### config.mk
export PLATFORM = sky130hd
export DESIGN_NAME = apb_multi_requester
export DESIGN_NICKNAME = d
export VERILOG_FILES = /design/src/rtl/apb_multi_requester.sv
export SDC_FILE = /design/constraint.sdc
export NUM_CORES = 1
export LEC_CHECK = 0
export BUFFER_PORTS_ARGS = -buffer_cell sky130_fd_sc_hd__buf_2
export CAP_MARGIN = 0
export CORE_AREA = 2 2 126 128
export DETAILED_ROUTE_END_ITERATION = 10
export DIE_AREA = 0 0 128 130
export GPL_TIMING_DRIVEN = 0
export PLACE_DENSITY = 0.66
export SYNTH_ARGS = -nofsm -noshare
export SYNTH_HDL_FRONTEND = slang
export SYNTH_SLANG_ARGS = --single-unit
### constraint.sdc
create_clock -name pclk -period 10.5 [get_ports pclk]
set_clock_uncertainty 0.2 [all_clocks]
set_input_delay 1.05 -clock pclk [delete_from_list [all_inputs] [get_ports pclk]]
set_output_delay 1.05 -clock pclk [all_outputs]
set_load 0.02 [all_outputs]
### src/rtl/apb_multi_requester.sv
// apb_multi_requester
//   Converts a valid/ready command stream into APB transfers spread over
//   NUM_SLAVES completers.
//   - Each completer owns a 2^REGION_BITS byte window.
//   - Unaligned or unmapped commands are answered locally, with no bus
//     activity.
//   - Each ACCESS phase is bounded by a TIMEOUT wait-state limit.
//   - Every command yields exactly one response on a valid/ready channel.
// Ports
//   pclk, preset                   clock, async active-high reset
//   cmd_valid/cmd_ready            command handshake
//   cmd_write/addr/wdata/strb/prot command payload
//   rsp_valid/rsp_ready            response handshake
//   rsp_rdata/err/decerr/timeout   response payload
//   psel/penable/pwrite/paddr/pwdata/pstrb/pprot   APB request outputs
//   pready/pslverr/prdata          per-completer APB responses
module apb_multi_requester #(
  parameter int unsigned ADDR_WIDTH  = 32,
  parameter int unsigned DATA_WIDTH  = 32,
  parameter int unsigned NUM_SLAVES  = 4,
  parameter int unsigned REGION_BITS = 12,
  parameter int unsigned TIMEOUT     = 16
) (
  input  logic                             pclk,
  input  logic                             preset,
  input  logic                             cmd_valid,
  output logic                             cmd_ready,
  input  logic                             cmd_write,
  input  logic [ADDR_WIDTH-1:0]            cmd_addr,
  input  logic [DATA_WIDTH-1:0]            cmd_wdata,
  input  logic [DATA_WIDTH/8-1:0]          cmd_strb,
  input  logic [2:0]                       cmd_prot,
  output logic                             rsp_valid,
  input  logic                             rsp_ready,
  output logic [DATA_WIDTH-1:0]            rsp_rdata,
  output logic                             rsp_err,
  output logic                             rsp_decerr,
  output logic                             rsp_timeout,
  output logic [NUM_SLAVES-1:0]            psel,
  output logic                             penable,
  output logic                             pwrite,
  output logic [ADDR_WIDTH-1:0]            paddr,
  output logic [DATA_WIDTH-1:0]            pwdata,
  output logic [DATA_WIDTH/8-1:0]          pstrb,
  output logic [2:0]                       pprot,
  input  logic [NUM_SLAVES-1:0]            pready,
  input  logic [NUM_SLAVES-1:0]            pslverr,
  input  logic [NUM_SLAVES*DATA_WIDTH-1:0] prdata
);

  localparam int unsigned STRB_WIDTH = DATA_WIDTH / 8;
  localparam int unsigned SEL_BITS   = $clog2(NUM_SLAVES);
  localparam int unsigned HI_LSB     = REGION_BITS + SEL_BITS;
  localparam int unsigned CNT_W      = $clog2(TIMEOUT + 1);

  typedef enum logic [1:0] {S_IDLE, S_SETUP, S_ACCESS, S_RESP} state_e;

  state_e                  state_q, state_d;
  logic [CNT_W-1:0]        cnt_q, cnt_d;
  logic [SEL_BITS-1:0]     idx_q, idx_d;
  logic [ADDR_WIDTH-1:0]   paddr_q, paddr_d;
  logic                    pwrite_q, pwrite_d;
  logic [DATA_WIDTH-1:0]   pwdata_q, pwdata_d;
  logic [STRB_WIDTH-1:0]   pstrb_q, pstrb_d;
  logic [2:0]              pprot_q, pprot_d;
  logic [NUM_SLAVES-1:0]   psel_q, psel_d;
  logic                    penable_q, penable_d;
  logic                    cmd_ready_q, cmd_ready_d;
  logic                    rsp_valid_q, rsp_valid_d;
  logic [DATA_WIDTH-1:0]   rsp_rdata_q, rsp_rdata_d;
  logic                    rsp_err_q, rsp_err_d;
  logic                    rsp_decerr_q, rsp_decerr_d;
  logic                    rsp_timeout_q, rsp_timeout_d;

  // Address decode of the offered command
  logic [SEL_BITS-1:0]     cmd_idx_c;
  logic                    cmd_bad_c;
  assign cmd_idx_c = cmd_addr[REGION_BITS +: SEL_BITS];
  assign cmd_bad_c = ((cmd_addr >> HI_LSB) != '0) ||
                     ((cmd_addr & ADDR_WIDTH'(STRB_WIDTH - 1)) != '0);

  // Selected completer's response; all other completers are ignored
  logic                    sel_ready_c, sel_err_c;
  logic [DATA_WIDTH-1:0]   sel_rdata_c;
  always_comb begin
    sel_ready_c = pready[idx_q];
    sel_err_c   = pslverr[idx_q];
    sel_rdata_c = '0;
    for (int i = 0; i < int'(NUM_SLAVES); i++) begin
      if (idx_q == SEL_BITS'(i)) sel_rdata_c = prdata[i*DATA_WIDTH +: DATA_WIDTH];
    end
  end

  // Next-state and registered-output logic
  always_comb begin
    state_d       = state_q;
    cnt_d         = cnt_q;
    idx_d         = idx_q;
    paddr_d       = paddr_q;
    pwrite_d      = pwrite_q;
    pwdata_d      = pwdata_q;
    pstrb_d       = pstrb_q;
    pprot_d       = pprot_q;
    psel_d        = psel_q;
    penable_d     = penable_q;
    cmd_ready_d   = cmd_ready_q;
    rsp_valid_d   = rsp_valid_q;
    rsp_rdata_d   = rsp_rdata_q;
    rsp_err_d     = rsp_err_q;
    rsp_decerr_d  = rsp_decerr_q;
    rsp_timeout_d = rsp_timeout_q;

    unique case (state_q)
      S_IDLE: begin
        if (cmd_valid) begin
          idx_d         = cmd_idx_c;
          paddr_d       = cmd_addr;
          pwrite_d      = cmd_write;
          pwdata_d      = cmd_wdata;
          pstrb_d       = cmd_write ? cmd_strb : '0;
          pprot_d       = cmd_prot;
          cmd_ready_d   = 1'b0;
          rsp_rdata_d   = '0;
          rsp_err_d     = 1'b0;
          rsp_decerr_d  = 1'b0;
          rsp_timeout_d = 1'b0;
          cnt_d         = '0;
          if (cmd_bad_c) begin
            state_d      = S_RESP;
            rsp_valid_d  = 1'b1;
            rsp_err_d    = 1'b1;
            rsp_decerr_d = 1'b1;
          end else begin
            state_d = S_SETUP;
            psel_d  = NUM_SLAVES'(1) << cmd_idx_c;
          end
        end
      end
      S_SETUP: begin
        state_d   = S_ACCESS;
        penable_d = 1'b1;
      end
      S_ACCESS: begin
        if (sel_ready_c) begin
          state_d     = S_RESP;
          psel_d      = '0;
          penable_d   = 1'b0;
          rsp_valid_d = 1'b1;
          rsp_err_d   = sel_err_c;
          rsp_rdata_d = (pwrite_q || sel_err_c) ? '0 : sel_rdata_c;
        end else if (cnt_q == CNT_W'(TIMEOUT)) begin
          // This was the TIMEOUT-th wait cycle: abort the transfer
          state_d       = S_RESP;
          psel_d        = '0;
          penable_d     = 1'b0;
          rsp_valid_d   = 1'b1;
          rsp_err_d     = 1'b1;
          rsp_timeout_d = 1'b1;
          rsp_rdata_d   = '0;
        end else begin
          cnt_d = cnt_q + CNT_W'(1);
        end
      end
      S_RESP: begin
        if (rsp_ready) begin
          state_d     = S_IDLE;
          rsp_valid_d = 1'b0;
          cmd_ready_d = 1'b1;
        end
      end
      default: state_d = S_IDLE;
    endcase
  end

  // State and output registers
  always_ff @(posedge pclk or posedge preset) begin
    if (preset) begin
      state_q       <= S_IDLE;
      cnt_q         <= '0;
      idx_q         <= '0;
      paddr_q       <= '0;
      pwrite_q      <= 1'b0;
      pwdata_q      <= '0;
      pstrb_q       <= '0;
      pprot_q       <= '0;
      psel_q        <= '0;
      penable_q     <= 1'b0;
      cmd_ready_q   <= 1'b1;
      rsp_valid_q   <= 1'b0;
      rsp_rdata_q   <= '0;
      rsp_err_q     <= 1'b0;
      rsp_decerr_q  <= 1'b0;
      rsp_timeout_q <= 1'b0;
    end else begin
      state_q       <= state_d;
      cnt_q         <= cnt_d;
      idx_q         <= idx_d;
      paddr_q       <= paddr_d;
      pwrite_q      <= pwrite_d;
      pwdata_q      <= pwdata_d;
      pstrb_q       <= pstrb_d;
      pprot_q       <= pprot_d;
      psel_q        <= psel_d;
      penable_q     <= penable_d;
      cmd_ready_q   <= cmd_ready_d;
      rsp_valid_q   <= rsp_valid_d;
      rsp_rdata_q   <= rsp_rdata_d;
      rsp_err_q     <= rsp_err_d;
      rsp_decerr_q  <= rsp_decerr_d;
      rsp_timeout_q <= rsp_timeout_d;
    end
  end

  assign cmd_ready   = cmd_ready_q;
  assign rsp_valid   = rsp_valid_q;
  assign rsp_rdata   = rsp_rdata_q;
  assign rsp_err     = rsp_err_q;
  assign rsp_decerr  = rsp_decerr_q;
  assign rsp_timeout = rsp_timeout_q;
  assign psel        = psel_q;
  assign penable     = penable_q;
  assign pwrite      = pwrite_q;
  assign paddr       = paddr_q;
  assign pwdata      = pwdata_q;
  assign pstrb       = pstrb_q;
  assign pprot       = pprot_q;

endmodule
==> key figures <==
Yosys
  – Cell count after synthesis: 444
  – Mean Syn Cell Area: 12.9 sq um
  – Count of flip-flops with a built-in enable after synthesis: 0
  – Synthesized net count: 662
  – Yosys cell types: 36
  – Post-synthesis cell area: 5710 sq um
  – Post-synthesis sequential element count: 121
  – Proportion of synthesized chip area in sequential cells: 53.1%
  – Commonest register cell after synthesis: dfrtp_1
  – Share of synthesized registers carrying an async set or reset: 100%
  – Synth Warn #: 0

Detailed routing
  – Wire length after detailed routing: 15.2 mm
  – Routed wirelength normalized by instance count: 15.3 um
  – Routed via count: 4706
  – Iteration count of the initial detailed-routing pass: 4
  – Post-route DRC: 0
  – Iteration-0 DRC count of the detailed router: 138
  – Detail Route Antenna Nets: 0
  – Number of vias per cell after detailed routing: 4.73

STA
  – Top achievable clock speed: 375 MHz
  – Number of max-slew violations in the final report: 0
  – Transition at the pin with the smallest max-transition slack: 664 ps
  – Fin. Hold Viols: 0
  – Minimum period implied by the final worst setup slack: 2670 ps
  – Setup-failing EPs final: 0
  – RSZ-0062 raised after global routing: false
  – Sum of negative setup slack: 0 ps
  – Worst slew margin relative to its limit: 55.7%
  – Fin crit share: 25.4%

Place
  – Number of port buffers: 325
  – Dpl hpwl: 12.1 mm
  – Gpl congestion: 0.834
  – Post-place instance area: 7600 sq um

Clock network
  – Hold-fix buffer count after cts: 0
  – CTS Root Cell: clkbuf_16
  – TritonCTS clock tree: built
  – Clock slew at reported path FFs: 60 ps
  – CTS resizes: 0
  – Clock insertion delay at the later pin of the skew report: 400 ps
  – H-tree depth: 4
  – Post-CTS setup buffer count: 0
  – Number of buffers on the longest clock path: 2
  – Number of buffers added by the clock tree synthesis step: 17
  – Sink count of the clock tree: 121

Setup path
  – Highest cell delay on the worst timing path: 530 ps
  – Class of the most critical setup path: input port to flop
  – Slowest-stage cell, CP: mux4_2
  – Critical path required time: 10580 ps
  – Critical path cell sequence: buf_2 -> mux4_2 -> nor2_4 -> a21o_1 -> buf_4 -> nand2b_4 -> mux2_1
  – CP Buf/Inv Count: 2
  – Data arrival time of the worst path: 2750 ps
  – Delay-heaviest family, CP: multiplexers
  – Sort of element at the end of the critical path: flop
  – Crit path max fanout: 9
  – Startpoint type of the worst setup path: input port

Power
  – Power density normalized to cell area: 320 nW/um^2
  – Total power: 2.63 mW
  – IR Drop Worst-Case VDD: 0.128 mV
  – Static leakage: 4.26 nW

Hold path
  – Hold WC Path Type: flop to flop

Floorplan
  – DIE HEIGHT: 130 um
  – Row count: 46
  – Initial cell density of the core: 37.0%
  – Core area: 15400 sq um
  – Die outline width: 128 um
  – Count of boundary I/O pins: 326
  – Overall die area: 16600 sq um

Global route
  – Vias in the first global route: 4637
  – Initial antenna violation count: 1
  – GRT Total Usage: 18.2%
  – Global-route wire length before repair: 23.5 mm
  – Largest net degree at the start of global routing: 89
  – Overall overflow remaining after global route: 0

Layout
  – Post-layout nets: 1007
  – Final core utilization: 53.4%
  – Finished layout cell area: 8240 sq um
  – Area growth from synthesis to final layout: 44.3%
  – ANT cells: 0
  – Share of post-route cells with drive strength above 1: 58.9%

Job
  – MaxCap Viol Count: 0

Status
  – Status: finished, final reports clean
==> state kept, by name, summed over array words and instances, names as in the netlist <==
signal and cells:
idx_q 1, rsp_err 1, paddr 31, pwdata 32, pprot 3, rsp_timeout 1, state_q 2, rsp_decerr 1
psel 4, rsp_valid 1, pstrb 4, penable 1, cnt_q 5, cmd_ready 1, pwrite 1, rsp_rdata 32
==> cell usage in the layout, fill, tap and decap left out, types with 3 or more instances in the layout <==
master	synthesis	final
clkbuf_16	0	17
nand2_1	48	48
nor2_1	9	9
inv_1	40	39
buf_2	6	331
o21ai_0	45	45
mux4_2	34	34
nand3_1	6	6
mux2_2	69	69
ha_1	6	6
dfrtp_1	120	120
a21oi_1	4	4
nor3b_1	3	3
mux2i_1	3	3
nor4_1	6	6
mux2_1	4	4
clkbuf_1	15	18
bufinv_16	0	4
==> kinds of logic (layout without fill, tap and decap cells) <==
family                   after synthesis  in the layout  share of synthesized area (%)
flip-flops                           121            121                           53.1
multiplexers                         110            110                           28.4
AND/OR/NAND/NOR                       84             84                           7.13
buffers and inverters                 66            424                           4.69
AO/OA/AOI/OAI                         55             55                           5.11
adder cells (fa/ha/maj)                6              6                           1.32
XOR/XNOR                               2              2                          0.307
==> worst reg2reg max path: stages (launching register included) <==
cell,delay [ps]
dfrtp_1,410
inv_1,100
ha_1,150
clkbuf_1,310
nand2b_1,240
o21ai_0,180
a21o_1,120
buf_4,170
nand2b_4,180
mux2_1,330
==> Yosys cell counts (3+ instances only) <==
| master | count | area share [%] |
|---|---|---|
| a21oi_1 | 4 | 0.35 |
| buf_2 | 6 | 0.53 |
| clkbuf_1 | 15 | 0.99 |
| dfrtp_1 | 120 | 53 |
| ha_1 | 6 | 1.3 |
| inv_1 | 40 | 2.6 |
| mux2_1 | 4 | 0.79 |
| mux2_2 | 69 | 14 |
| mux2i_1 | 3 | 0.53 |
| mux4_2 | 34 | 13 |
| nand2_1 | 48 | 3.2 |
| nand3_1 | 6 | 0.53 |
| nor2_1 | 9 | 0.59 |
| nor3b_1 | 3 | 0.39 |
| nor4_1 | 6 | 0.66 |
| o21ai_0 | 45 | 3.9 |
==> layer usage <==
metal	vias up	wire length [um]	track usage, %
met4	2	228	5.82
met2	206	7890	32.6
li1	2264	-	-
met1	2219	6110	21.6
met5	-	13	0
met3	15	966	4.47
==> per-stage QoR <==
step                setup WS [ps]  hold WS [ps]  std cells
finish                       7830           268        994
global route                 7780           294        994
CTS                          7840           278        994
detailed placement           7420           265        962
global placement             4570           258        961
floorplan                    6040           297        444
==> worst paths after layout <==
path / startpoint / endpoint / slack [ps] / cells past startpoint
max: pready[3] / psel[0] / 7830 / 7
min: rsp_rdata[2] / rsp_rdata[2] / 270 / 2
max reg2reg: state_q[0] / psel[0] / 7990 / 9
min reg2reg: rsp_rdata[2] / rsp_rdata[2] / 270 / 2
max in group asynchronous: preset / cnt_q[0] / 8920 / 3
min in group asynchronous: preset / pwdata[3] / 430 / 2
==> where the power goes <==
| group | switching, mW | total, mW | internal (mW) |
|---|---|---|---|
| combinational | 0.706 | 1.23 | 0.529 |
| clock | 0.205 | 0.616 | 0.411 |
| sequential | 0.0972 | 0.781 | 0.683 |
| total | 1.01 | 2.63 | 1.62 |
==> area by class of cell <==
class	count	area, sq um
Tap cell	192	240
Clock buffer	22	464
Inverter	40	155
Sequential cell	121	3030
Timing Repair Buffer	326	1650
Fill cell	1426	7190
Buffer	26	118
Multi-Input combinational cell	257	2410
Clock inverter	10	166
No activity file was read; power rests on OpenSTA's default activity.
